<file path="src/rtl/pipeline_ctrl.sv">
// Stall/flush sequencer for the 5-stage core: merges stage stall requests,
// holds redirects until outstanding bus transfers drain, counts stall cycles.
module pipeline_ctrl #(
    parameter int PC_W         = 32,
    parameter int PERF_W       = 32,
    parameter int TO_W         = 8,
    parameter int BUS_WAIT_MAX = 200
) (
    input  logic              clk,
    input  logic              rst,
    input  logic              if_stall_req,
    input  logic              ex_stall_req,
    input  logic              mem_stall_req,
    input  logic              exc_valid,
    input  logic [PC_W-1:0]   exc_target,
    input  logic              eret_valid,
    input  logic [PC_W-1:0]   epc,
    input  logic              perf_clr,
    output logic [5:0]        stall,
    output logic              flush,
    output logic              new_pc_valid,
    output logic [PC_W-1:0]   new_pc,
    output logic              bus_timeout,
    output logic [PERF_W-1:0] stall_cycles
);

    // state    | meaning
    // RUN      | normal flow, stall from merged requests
    // WAIT_BUS | redirect pending, hold pipe until IF/MEM bus idle
    // FLUSH    | one cycle: clear pipe registers, load latched target
    typedef enum logic [1:0] {RUN, WAIT_BUS, FLUSH} state_t;

    localparam logic [TO_W-1:0] WAIT_LAST = TO_W'(BUS_WAIT_MAX - 1);

    state_t            state;
    logic [TO_W-1:0]   wait_cnt;
    logic [PC_W-1:0]   target;
    logic              redirect;
    logic              bus_busy;

    assign redirect = exc_valid | eret_valid;
    assign bus_busy = if_stall_req | mem_stall_req;

    always_comb begin
        stall = 6'b000000;
        case (state)
            RUN: begin
                if (redirect || mem_stall_req) stall = 6'b011111;
                else if (ex_stall_req)         stall = 6'b001111;
                else if (if_stall_req)         stall = 6'b000011;
            end
            WAIT_BUS: stall = 6'b011111;
            default:  stall = 6'b000000;
        endcase
        if (rst) stall = 6'b000000;
    end

    assign flush        = (state == FLUSH);
    assign new_pc_valid = (state == FLUSH);
    assign new_pc       = target;

    always_ff @(posedge clk or posedge rst) begin
        if (rst) begin
            state        <= RUN;
            wait_cnt     <= '0;
            target       <= '0;
            bus_timeout  <= 1'b0;
            stall_cycles <= '0;
        end else begin
            if (perf_clr)
                stall_cycles <= '0;
            else if ((|stall) && (stall_cycles != '1))
                stall_cycles <= stall_cycles + PERF_W'(1);

            case (state)
                RUN: begin
                    if (redirect) begin
                        target <= exc_valid ? exc_target : epc;
                        state  <= bus_busy ? WAIT_BUS : FLUSH;
                    end
                end
                WAIT_BUS: begin
                    // A bus release in the same cycle as expiry is not a timeout.
                    if (!bus_busy) begin
                        state    <= FLUSH;
                        wait_cnt <= '0;
                    end else if (wait_cnt == WAIT_LAST) begin
                        bus_timeout <= 1'b1;
                        state       <= FLUSH;
                        wait_cnt    <= '0;
                    end else begin
                        wait_cnt <= wait_cnt + TO_W'(1);
                    end
                end
                FLUSH:   state <= RUN;
                default: state <= RUN;
            endcase
        end
    end

endmodule
</file>
<file path="config.mk">
export PLATFORM = sky130hd
export DESIGN_NAME = pipeline_ctrl
export DESIGN_NICKNAME = d
export VERILOG_FILES = /design/src/rtl/pipeline_ctrl.sv
export SDC_FILE = /design/constraint.sdc
export NUM_CORES = 1
export LEC_CHECK = 0
export ABC_AREA = 0
export CORE_ASPECT_RATIO = 1.2
export CORE_MARGIN = 2
export CORE_UTILIZATION = 35
export CTS_CLUSTER_DIAMETER = 100
export DETAILED_ROUTE_END_ITERATION = 10
export PLACE_DENSITY = 0.77
export SETUP_SLACK_MARGIN = 0.5
export SLEW_MARGIN = 15
export SYNTH_ARGS = -nofsm -noshare
export SYNTH_HDL_FRONTEND = slang
export SYNTH_SLANG_ARGS = --single-unit
export TNS_END_PERCENT = 1
</file>
<file path="constraint.sdc">
create_clock -name clk -period 3.1 [get_ports clk]
set_clock_uncertainty 0.05 [all_clocks]
set_input_delay 0.31 -clock clk [delete_from_list [all_inputs] [get_ports clk]]
set_output_delay 0.31 -clock clk [all_outputs]
set_load 0.01 [all_outputs]
</file>
==> run summary <==
Max Slew Vio Count - 0
Vias - 3,551
Port Buffers - 143
PwrDens - 603 nW/um^2
Core box area - 10,600 um^2
Worst R2R Setup Slack - 570 ps
Chip Width - 99.7 um
Cts hold-fix bufs - 0
Per-cell routed wire length - 15.4 um
TritonCTS Buffers - 9
FF+latch count, synth - 75
Area growth from synthesis to layout - 47.7%
Worst Setup End Kind - primary output
Max transition margin - 50.0%
Least-Margin Pin Slew - 744 ps
Sink Count - 75
Pin count of the biggest net entering global routing - 66
GPL Wtd Cong - 0.874
First DRT Iteration DRCs - 100
Vias per cell - 5.31
Kind of start point of the critical path - flip-flop
RSZ-0062 raised after global routing - true
CP cell instances - or4_4, o31ai_4, inv_1, clkdlybuf4s50_1
Final Core Density - 53.5%
Final HPWL DP - 7710 um
Initial core utilization - 36.3%
N_diodes - 0
Distinct cells, synth - 42
Post-Syn Area - 3850 um^2
Finish-stage setup viols - 0
Worst-Skew Late Latency - 330 ps
Predominant post-synthesis flop cell - dfrtp_1
Run status - completed
WL final - 10,300 um
First-pass GRT wire length - 17,200 um
Arrival @ worst endpoint - 2230 ps
Crit-path max FO - 4
Root Buffer - clkbuf_16
FMAX - 387 MHz
Die Y - 119 um
Worst-path clk slew - 50 ps
# Post-CTS Setup Buffers - 0
Max VDD drop - 403 uV
Ranking of synthesized cells by area - dfrtp_1 49%, mux2i_1 8.8%, nor2_1 6.0%
Mean Syn Cell Area - 9.60 um^2
Commonest non-fill, non-tap cell in the layout - clkdlybuf4s50_1
Yosys warnings - 0
Placed inst area - 5390 um^2
Remaining Overflow, GRT - 0
Hold Crit Class - input pin to asynchronous set/reset pin
Drc violations - 0
Static Leakage - 2.27 nW
Clock Path Buffers - 2
Ys async rst share - 100%
Seq/Total Area, Yosys - 48.7%
Max-cap violations - 0
Mapped Cells - 401
CP max-delay cell - or4_4
CTS tree - built
IO Pins - 145
Number of global-route vias before repair - 3,598
Initial antenna violation count - 0
Endpoints failing hold - 0
Setup TNS - 0 ps
Synth top area share - 48.7%
Final nets - 609
Antenna-violating nets left - 0
Period utilisation layout - 83.4%
Post-route cell area - 5690 um^2
EDFF count, synth - 0
WS Path Type - flip-flop to primary output
Most frequent cells in the layout - 142 x clkdlybuf4s50_1, 75 x dfrtp_1, 62 x nor2_1
Fill cells - 956
Crit path largest cell delay - 590 ps
Layout cells sized above 1 - 6.30%
CTS H-tree depth - 3
DRT Pass-1 Iters - 4
Synth area leader - dfrtp_1
All-Layer GR Usage - 18.1%
Die Area - 11,900 um^2
Worst Path Required - 2740 ps
Mapped Nets - 475
Fin crit period - 2590 ps
Core Rows - 41
[power by group]
group	total [mW]	leakage (nW)	internal [mW]	switching, mW
Clock	0.963	0.137	0.584	0.380
Sequential	1.37	0.944	1.21	0.161
Combinational	1.09	1.19	0.588	0.502
Total	3.43	2.27	2.38	1.04
[kinds of logic after synthesis]
kind of cell	synth area share, %
AOI/OAI and AO/OA	13.6
muxes	9.42
other	0.0974
DFF	48.7
xor gates and xnor gates	4.55
and+or+nand+nor	19.4
adders and majority gates	0.650
buffers and inverters	3.57
[synth_stat cells (2+ instances only)]
library cell	instances
a21oi_1	44
nand3b_1	2
or4_1	5
nand2b_1	2
buf_4	4
clkbuf_1	18
o21ai_0	19
and2_1	2
dfrtp_1	75
buf_2	2
a21bo_2	2
and3_1	5
nor3_1	4
a2111oi_2	2
mux2_2	2
inv_1	6
nor2_1	62
nand4_1	8
a211oi_1	6
a21o_1	2
or3_1	8
buf_1	2
ha_1	2
nand2_1	17
xor2_1	5
nor2b_1	3
nand3_1	18
nor4_1	3
and4_1	6
mux2i_1	34
a2111oi_0	6
xnor2_1	15
[per-layer routing]
layer / vias up / track usage, % / part of all wire, %
met4: 0 / 7.53 / 2.0
met5: - / 0 / 0
li1: 1696 / - / -
met1: 1691 / 21.0 / 39
met2: 150 / 31.5 / 51
met3: 14 / 4.52 / 7.2
[repair_timing]
item / CTS / global route
endpoints found under the setup margin: 2 / 12
resized for setup: 2 / 2
pin swaps: 0 / 0
[sequential cells by signal, indices dropped and copies added, names as in the netlist]
name and cells:
state 2, wait_cnt 8, new_pc 32, bus_timeout 1
stall_cycles 32
[stage by stage]
step / power, mW / hold WS [ps] / cells / setup slack [ps]
finish: 3.43 / 348 / 669 / 514
global route: 3.61 / 428 / 669 / 433
CTS: 3.46 / 366 / 669 / 527
detailed placement: 2.47 / 397 / 653 / 373
global placement: 2.43 / 398 / 653 / 412
floorplan: 1.83 / 399 / 401 / 731
[path summary, 6_finish.rpt]
path | start | end | cells after the start
max | state[0] | stall[0] | 4
min | rst | new_pc[0] | 2
max reg2reg | stall_cycles[4] | stall_cycles[30] | 5
min reg2reg | bus_timeout | bus_timeout | 1
max in group asynchronous | rst | wait_cnt[3] | 3
min in group clk | bus_timeout | bus_timeout | 1
[worst max-delay path: cells and delay by family, from the launching register on]
family,cells,cell delay (ps)
flops,1,420
simple gates,1,590
compound gates,1,250
buf+inv,2,640
[layout make-up]
cell class | instances | area (um^2) | share of cell area [%]
clock buffers | 14 | 264 | 4.64
clock inverters | 2 | 10.0 | 0.176
inverters | 6 | 22.5 | 0.396
multi-input cells | 294 | 1870 | 32.8
flip-flops and latches | 75 | 1880 | 33.0
well taps | 129 | 161 | 2.84
repair buffers | 149 | 1480 | 26.1
Note: power is estimated with default switching activity, not from simulation.
